## src/rtl/car_drive_if.sv

```systemverilog
// Controller/plant bus for car_drive_unit: command inputs and vehicle status outputs.
interface car_drive_if;
    logic        accelerate_car;
    logic        unlock_doors;
    logic        door_open_req;
    logic [7:0]  car_speed;
    logic        moving;
    logic        doors_unlocked;
    logic        door_open;
    logic        protocol_err;
    logic [15:0] odometer;

    // Controller / testbench side
    modport master (
        output accelerate_car, unlock_doors, door_open_req,
        input  car_speed, moving, doors_unlocked, door_open, protocol_err, odometer
    );

    // Vehicle model side
    modport slave (
        input  accelerate_car, unlock_doors, door_open_req,
        output car_speed, moving, doors_unlocked, door_open, protocol_err, odometer
    );
endinterface

```

## src/rtl/car_drive_unit.sv

```systemverilog
// car_drive_unit: vehicle-side plant for the cruise controller.
// Prescaled speed integrator with clamp, door-lock interlock FSM and a sticky
// illegal-command flag. Optional distance accumulator built only when
// CAR_ODOMETER_EN is defined; otherwise odometer is tied to zero.
module car_drive_unit #(
    parameter logic [7:0]  ACCEL_STEP = 8'd2,
    parameter logic [7:0]  DECEL_STEP = 8'd3,
    parameter int unsigned TICK_DIV   = 4,
    parameter logic [7:0]  MAX_SPEED  = 8'd200
) (
    input  logic         clk,
    input  logic         rst,
    car_drive_if.slave   bus
);

    localparam int unsigned CNT_W = (TICK_DIV > 1) ? $clog2(TICK_DIV) : 1;

    typedef enum logic [1:0] {
        DOOR_LOCKED   = 2'd0,
        DOOR_UNLOCKED = 2'd1,
        DOOR_OPEN     = 2'd2
    } door_state_t;

    logic [CNT_W-1:0] presc_q;
    logic             tick;
    logic [7:0]       speed_q;
    logic [7:0]       speed_d;
    logic [8:0]       accel_sum;
    logic             accel_ok;
    logic             err_cond;
    logic             err_q;
    door_state_t      door_q;
    door_state_t      door_d;
    logic             unlocked_c;
    logic             open_c;

    assign tick = (presc_q == CNT_W'(TICK_DIV - 1));

    // Prescaler: free-running 0..TICK_DIV-1 counter
    always_ff @(posedge clk) begin
        if (rst)       presc_q <= '0;
        else if (tick) presc_q <= '0;
        else           presc_q <= presc_q + CNT_W'(1);
    end

    // Acceleration allowed only for a clean command with the doors locked
    assign accel_ok = bus.accelerate_car && !bus.unlock_doors && (door_q == DOOR_LOCKED);
    assign err_cond = bus.accelerate_car && (bus.unlock_doors || (door_q != DOOR_LOCKED));
    assign accel_sum = {1'b0, speed_q} + {1'b0, ACCEL_STEP};

    // Next speed: clamped accelerate or floor-at-zero decelerate
    always_comb begin
        speed_d = 8'd0;
        if (accel_ok) begin
            speed_d = (accel_sum > {1'b0, MAX_SPEED}) ? MAX_SPEED : accel_sum[7:0];
        end else if (speed_q >= DECEL_STEP) begin
            speed_d = speed_q - DECEL_STEP;
        end
    end

    // Speed register, updated on prescaler ticks only
    always_ff @(posedge clk) begin
        if (rst)       speed_q <= 8'd0;
        else if (tick) speed_q <= speed_d;
    end

    // Sticky protocol error flag
    always_ff @(posedge clk) begin
        if (rst)           err_q <= 1'b0;
        else if (err_cond) err_q <= 1'b1;
    end

    // Door FSM state register
    always_ff @(posedge clk) begin
        if (rst) door_q <= DOOR_LOCKED;
        else     door_q <= door_d;
    end

    // Door FSM next-state: unlock waits for standstill, open must close first
    always_comb begin
        door_d = door_q;
        case (door_q)
            DOOR_LOCKED: begin
                if (bus.unlock_doors && (speed_q == 8'd0)) door_d = DOOR_UNLOCKED;
            end
            DOOR_UNLOCKED: begin
                if (bus.door_open_req)      door_d = DOOR_OPEN;
                else if (!bus.unlock_doors) door_d = DOOR_LOCKED;
            end
            DOOR_OPEN: begin
                if (!bus.door_open_req) door_d = DOOR_UNLOCKED;
            end
            default: door_d = DOOR_LOCKED;
        endcase
    end

    // Door FSM output decode from registered state
    always_comb begin
        unlocked_c = 1'b0;
        open_c     = 1'b0;
        case (door_q)
            DOOR_UNLOCKED: unlocked_c = 1'b1;
            DOOR_OPEN: begin
                unlocked_c = 1'b1;
                open_c     = 1'b1;
            end
            default: begin
                unlocked_c = 1'b0;
                open_c     = 1'b0;
            end
        endcase
    end

`ifdef CAR_ODOMETER_EN
    logic [15:0] odo_q;

    // Distance accumulator: adds the freshly computed speed on each tick
    always_ff @(posedge clk) begin
        if (rst)       odo_q <= 16'd0;
        else if (tick) odo_q <= odo_q + 16'(speed_d);
    end

    assign bus.odometer = odo_q;
`else
    assign bus.odometer = 16'd0;
`endif

    assign bus.car_speed      = speed_q;
    assign bus.moving         = (speed_q != 8'd0);
    assign bus.doors_unlocked = unlocked_c;
    assign bus.door_open      = open_c;
    assign bus.protocol_err   = err_q;

endmodule

```

## src/flat_wrapper.sv

```systemverilog
// flat-port wrapper written by rule: the top's interface ports become plain ports
module car_drive_unit_flat 
#(
    parameter logic [7:0]  ACCEL_STEP = 8'd2,
    parameter logic [7:0]  DECEL_STEP = 8'd3,
    parameter int unsigned TICK_DIV   = 4,
    parameter logic [7:0]  MAX_SPEED  = 8'd200
)
  (clk, rst, bus_accelerate_car, bus_unlock_doors, bus_door_open_req, bus_car_speed, bus_moving, bus_doors_unlocked, bus_door_open, bus_protocol_err, bus_odometer);
  car_drive_if bus_i ();
  input  logic clk;
  input  logic rst;
  input wire logic [$bits(bus_i.accelerate_car)-1:0] bus_accelerate_car;
  input wire logic [$bits(bus_i.unlock_doors)-1:0] bus_unlock_doors;
  input wire logic [$bits(bus_i.door_open_req)-1:0] bus_door_open_req;
  output wire logic [$bits(bus_i.car_speed)-1:0] bus_car_speed;
  output wire logic [$bits(bus_i.moving)-1:0] bus_moving;
  output wire logic [$bits(bus_i.doors_unlocked)-1:0] bus_doors_unlocked;
  output wire logic [$bits(bus_i.door_open)-1:0] bus_door_open;
  output wire logic [$bits(bus_i.protocol_err)-1:0] bus_protocol_err;
  output wire logic [$bits(bus_i.odometer)-1:0] bus_odometer;
  assign bus_i.accelerate_car = bus_accelerate_car;
  assign bus_i.unlock_doors = bus_unlock_doors;
  assign bus_i.door_open_req = bus_door_open_req;
  assign bus_car_speed = bus_i.car_speed;
  assign bus_moving = bus_i.moving;
  assign bus_doors_unlocked = bus_i.doors_unlocked;
  assign bus_door_open = bus_i.door_open;
  assign bus_protocol_err = bus_i.protocol_err;
  assign bus_odometer = bus_i.odometer;
  car_drive_unit #(.ACCEL_STEP(ACCEL_STEP), .DECEL_STEP(DECEL_STEP), .TICK_DIV(TICK_DIV), .MAX_SPEED(MAX_SPEED)) u_core (.clk(clk), .rst(rst), .bus(bus_i));
endmodule
```

## config.mk

```make
export PLATFORM = sky130hd
export DESIGN_NAME = car_drive_unit_flat
export DESIGN_NICKNAME = d
export VERILOG_FILES = /design/src/rtl/car_drive_if.sv /design/src/rtl/car_drive_unit.sv /design/src/flat_wrapper.sv
export SDC_FILE = /design/constraint.sdc
export NUM_CORES = 1
export LEC_CHECK = 0
export CAP_MARGIN = 20
export CORE_MARGIN = 3
export CORE_UTILIZATION = 54
export CTS_BUF_LIST = sky130_fd_sc_hd__clkbuf_4
export CTS_CLUSTER_SIZE = 14
export DETAILED_ROUTE_END_ITERATION = 6
export PLACE_DENSITY = 0.86
export SETUP_SLACK_MARGIN = 0.5
export SYNTH_ARGS = -nofsm -noshare
export SYNTH_HDL_FRONTEND = slang
export SYNTH_SLANG_ARGS = --single-unit
```

## constraint.sdc

```tcl
create_clock -name clk -period 3.5 [get_ports clk]
set_clock_uncertainty 0.2 [all_clocks]
set_input_delay 0.35 -clock clk [delete_from_list [all_inputs] [get_ports clk]]
set_output_delay 0.35 -clock clk [all_outputs]
set_load 0.005 [all_outputs]
```

# Yosys cells after proc, flatten, opt, wreduce, memory -nomap -nowiden
# Index checks and enable logic that the tools add are counted.
[op_classes]
n_addsub = 3
n_mul = 0
div = 0
order_cmp = 2
eq_ne = 6
shift = 0
mux = 10
bitwise = 0
n_reduce_logical = 13
[op_table]
columns = ["cell", "n"]
rows = [
  ["$mux W8", 3],
  ["$add A8 B2 Y9 const B", 1],
  ["$gt A9 B8 Y1 const B", 1],
  ["$ge A8 B2 Y1 const B", 1],
  ["$logic_not A8 Y1", 1],
  ["$mux W2", 4],
  ["$reduce_bool A8 Y1", 1],
  ["$sub A8 B2 Y8 const B", 1],
  ["$pmux W2 S3", 1],
  ["$eq A2 B2 Y1 const B", 2],
  ["$logic_and A1 B1 Y1", 4],
  ["$ne A2 B2 Y1 const B", 2],
  ["$reduce_or A2 Y1", 2],
  ["$ne A3 B3 Y1 const B", 1],
  ["$reduce_and A3 Y1", 1],
  ["$add A2 B1 Y2 const B", 1],
  ["$eq A2 B1 Y1 const B", 1],
  ["$logic_not A2 Y1", 1],
  ["$mux W1", 2],
  ["$reduce_bool A2 Y1", 1],
  ["$logic_not A1 Y1", 1],
  ["$logic_or A1 B1 Y1", 1],
]
[word_totals]
reg_bits = 13
latchBits = 0
mem_bits_rw = 0
rom_bits = 0
in_bits = 5
output_inout_bits = 28
elab_cells = 38
mem_count = 0

# Depth between registers and ports, before layout
[logic_depth]
word_depth = 4
depth_mapped = 9
ltp_nobuf = 8

# Worst setup path after synthesis
# Ideal clock, no wire load.
[synth_timing]
kind = "register to register"
startpoint = "register u_core.speed_q[2] (netlist: u_core.bus.car_speed[2])"
endpoint = "register u_core.speed_q[2] (netlist: u_core.bus.car_speed[2])"
setup_ns = 0.137
arrival_time_ns = 1.856
t_required_ns = 3.163
path_slack_ns = 1.307
stages_incl_launch_ff = 10
path_buffers = 1
period_less_slack_ns = 2.193
path_cell_list = "dfxtp_1 buf_2 inv_1 ha_1 a21bo_2 a32oi_1 o2111ai_1 a21bo_2 a32oi_1 a211oi_1"
[synth_via]
elab_chain_len = 4
word_cells_on_any_way = 7
classes_between = "2 x add/sub; 2 x order compare; 3 x mux"
[synth_lines]
columns = ["element", "line_no", "source"]
rows = [
  ["from (decl)", "car_drive_unit.sv:26", "logic [7:0] speed_q;"],
  ["from (signal assigned)", "car_drive_unit.sv:64", "else if (tick) speed_q <= speed_d;"],
  ["$add A8 B2 Y9", "car_drive_unit.sv:49", "assign accel_sum = {1'b0, speed_q} + {1'b0, ACCEL_STEP};"],
  ["$gt A9 B8 Y1", "car_drive_unit.sv:55", "speed_d = (accel_sum > {1'b0, MAX_SPEED}) ? MAX_SPEED : accel_sum[7:0];"],
  ["$mux W8", "car_drive_unit.sv:55", ""],
  ["$mux W8 *", "car_drive_unit.sv:54", "if (accel_ok) begin"],
]
# Every way passes the cells marked *; elsewhere a longest branch is shown, timed or not.
# A chain may end at the register's enable or synchronous reset.

# Worst setup path in the final report
# Same ends and word-level chain as after synthesis.

==> impl_metrics.ini <==
[run_status]
status = finished clean

[power]
swShare_pct = 36.8
p_seq_share_pct = 38.5
power_frac_comb_pct = 39.2
p_switching_mw = 0.178
p_leak_nw = 0.529
p_per_area_mw_per_mm2 = 365
ir_drop_uv = 358
power.internal_mw = 0.306
clock_power_share_pct = 22.3

[setup_path]
reg2reg_slack_ps = 1020
critPathKind = register to register
cp_data_arrival_time_ps = 2430
endpoint_kind = register
critPathMaxFanout = 13
r2r_end = u_core.bus.car_speed[2]$_SDFFE_PP0P_
cp-start-kind = register
worst_r2r_path_depth = 7
critical_path_required_ps = 3450
r2r-start = u_core.bus.car_speed[2]$_SDFFE_PP0P_

[synth]
async_flop_share_pct = 0
ys_ff_latch = 13
synth-edff-count = 0
synth_ff_type = dfxtp_1
syn-mean-instance-area_um2 = 7.76
netlist_area_mm2 = 0.00122
synth_cell_types = 44
yosysSeqAreaShare_pct = 21.4
syn_inst = 157
yosys_warnings = 0

[global_route]
grt_antenna_before_repair = 0
grt_pass1_wl_um = 4350
grt_usage_pct = 20.6
grt_max_degree = 18
grt-ovfl-total = 0
grt_pass1_vias = 976

[placed_design]
pre_cts_slack_ps = 1040
gp_congestion = 0.875
hpwlAfterDp_um = 2000
io_buffers = 16
postPlaceCellArea_mm2 = 0.00130

[floorplanning]
die_x_um = 53.5
fp.dieArea_mm2 = 0.00286
ios = 33
dieHeight_um = 53.5
num_rows = 16
start_util_pct = 59.7
core_area_mm2 = 0.00204

[min_path]
min_from = u_core.presc_q[0]$_SDFF_PP0_
hold_end = u_core.presc_q[0]$_SDFF_PP0_
hold_path.class = register to register
hold_depth = 1

[clocking]
numCtsBuffers = 3
hold_buffers = 0
cts.sinks = 13
clock_latency_ps = 290
clk_pin_slew_ps = 80
postCtsSetupBuffers = 0
cts_resized = 0
cts.path.max_buffers = 2
htreeDepth = 1
clockRootBuffer = clkbuf_4
cts_tree = done

[sta]
layout_worst_path_cycle_share_pct = 70.9
timing.final.crit_period_ps = 2480
setup_slack_ps = 1020
setup_violations = 0
timing.fmax_mhz = 403
finalSetupTns_ps = 0
worst_pin_slew_ps = 581
rsz0062_at_grt = no
hold_viol = 0
drv_slew = 0
slew_headroom_pct = 61.3

[detailed_routing]
routed_wirelength_um = 2640
vias = 1094
wire_per_inst_um = 13.7
first_pass_iters = 4
drt_iter0_markers = 55
viasPerCell = 5.67
drc = 0
detail-route-antenna-nets = 0

[final_layout]
stdcell_area_mm2 = 0.00133
area_growth_pct = 9.03
drive_gt1_share_pct = 7.83
num-nets-final = 182
final_cell_mix = a21oi_1 (16), conb_1 (16), clkdlybuf4s50_1 (16)
num_antenna_cells = 0

[flow_run]
timing.max_cap.violations = 0
==> stage by stage <==
stage	instances	power, mW	hold WS (ps)	utilization, %
final	193	0.485	229	65.1
after global routing	193	0.514	249	65.1
after CTS	193	0.487	234	65.1
after detailed placement	189	0.378	222	63.6
after global placement	189	0.368	213	63.6
after floorplan	172	0.325	204	-
==> Yosys cell counts (2+ instances only) <==
master	count	area share [%]
buf_4	16	9.9
o21ai_1	2	0.82
nor3_1	4	1.6
nor2_1	13	4.0
dfxtp_1	13	21
nand2b_1	4	2.1
nor3b_1	2	1.2
a32oi_1	2	1.4
clkbuf_1	5	1.5
nand2_1	8	2.5
and3_1	2	1.0
a311oi_1	2	1.4
a21bo_2	2	1.6
xnor2_1	2	1.4
nand4_1	2	1.0
mux2i_1	3	2.5
nor4_1	2	1.0
ha_1	10	10
a21oi_1	16	6.6
inv_1	9	2.8
nand3_1	9	3.7
o21ai_0	4	1.6
buf_2	4	1.6
==> cell families after synthesis <==
kind of cell / Yosys count / share of synthesized area (%)
muxes: 3 / 2.46
AOI/OAI and AO/OA: 39 / 21.9
and+or+nand+nor: 53 / 24.2
DFF: 13 / 21.4
buffers and inverters: 35 / 16.7
xor gates and xnor gates: 3 / 2.77
other: 1 / 0.308
adders and majority gates: 10 / 10.3
==> final cells by class <==
| cell class | count | area [um2] |
|---|---|---|
| inverters | 9 | 33.8 |
| flip-flops and latches | 13 | 260 |
| repair buffers | 16 | 160 |
| well taps | 27 | 33.8 |
| multi-input cells | 124 | 811 |
| clock buffers | 4 | 30.0 |
| fillers | 175 | 713 |
==> power groups by stage <==
stage | combinational (mW) | clock (mW) | sequential, mW
floorplan | 0.146 | 0 | 0.179
global placement | 0.179 | 0 | 0.189
detailed placement | 0.188 | 0 | 0.190
CTS | 0.189 | 0.111 | 0.186
global route | 0.211 | 0.113 | 0.190
finish | 0.190 | 0.108 | 0.186
==> layer usage <==
| metal | routed length (um) | vias to the layer above | GRT usage (%) |
|---|---|---|---|
| li1 | - | 547 | - |
| met5 | 0 | - | 0 |
| met2 | 1270 | 50 | 31.6 |
| met1 | 1170 | 495 | 27.6 |
| met3 | 170 | 2 | 4.51 |
| met4 | 33 | 0 | 8.51 |
==> state kept, by name, indices dropped and copies added (netlist names) <==
signal / count
u_core.bus.car_speed: 8
u_core.bus.protocol_err: 1
u_core.door_q: 2
u_core.presc_q: 2
==> worst max-delay path: stages, from the launching register on <==
cell and delay [ps]:
dfxtp_1 610, ha_1 390, a21bo_2 250, a32oi_1 170, o2111ai_1 140, a21bo_2 270, a32oi_1 210, a211oi_1 100
==> worst max path at each step <==
stage,to,slack (ps),cells after the start,from
after CTS,u_core.bus.car_speed[2]$_SDFFE_PP0P_,1020,7,u_core.bus.car_speed[2]$_SDFFE_PP0P_
after detailed placement,u_core.bus.car_speed[2]$_SDFFE_PP0P_,1040,7,u_core.bus.car_speed[2]$_SDFFE_PP0P_
final,u_core.bus.car_speed[2]$_SDFFE_PP0P_,1020,7,u_core.bus.car_speed[2]$_SDFFE_PP0P_
after global routing,u_core.bus.car_speed[2]$_SDFFE_PP0P_,850,7,u_core.bus.car_speed[2]$_SDFFE_PP0P_
after global placement,u_core.bus.car_speed[2]$_SDFFE_PP0P_,1040,7,u_core.bus.car_speed[2]$_SDFFE_PP0P_
after floorplan,u_core.bus.car_speed[2]$_SDFFE_PP0P_,1310,9,u_core.bus.car_speed[2]$_SDFFE_PP0P_
Power figures use the tool's default switching activity.
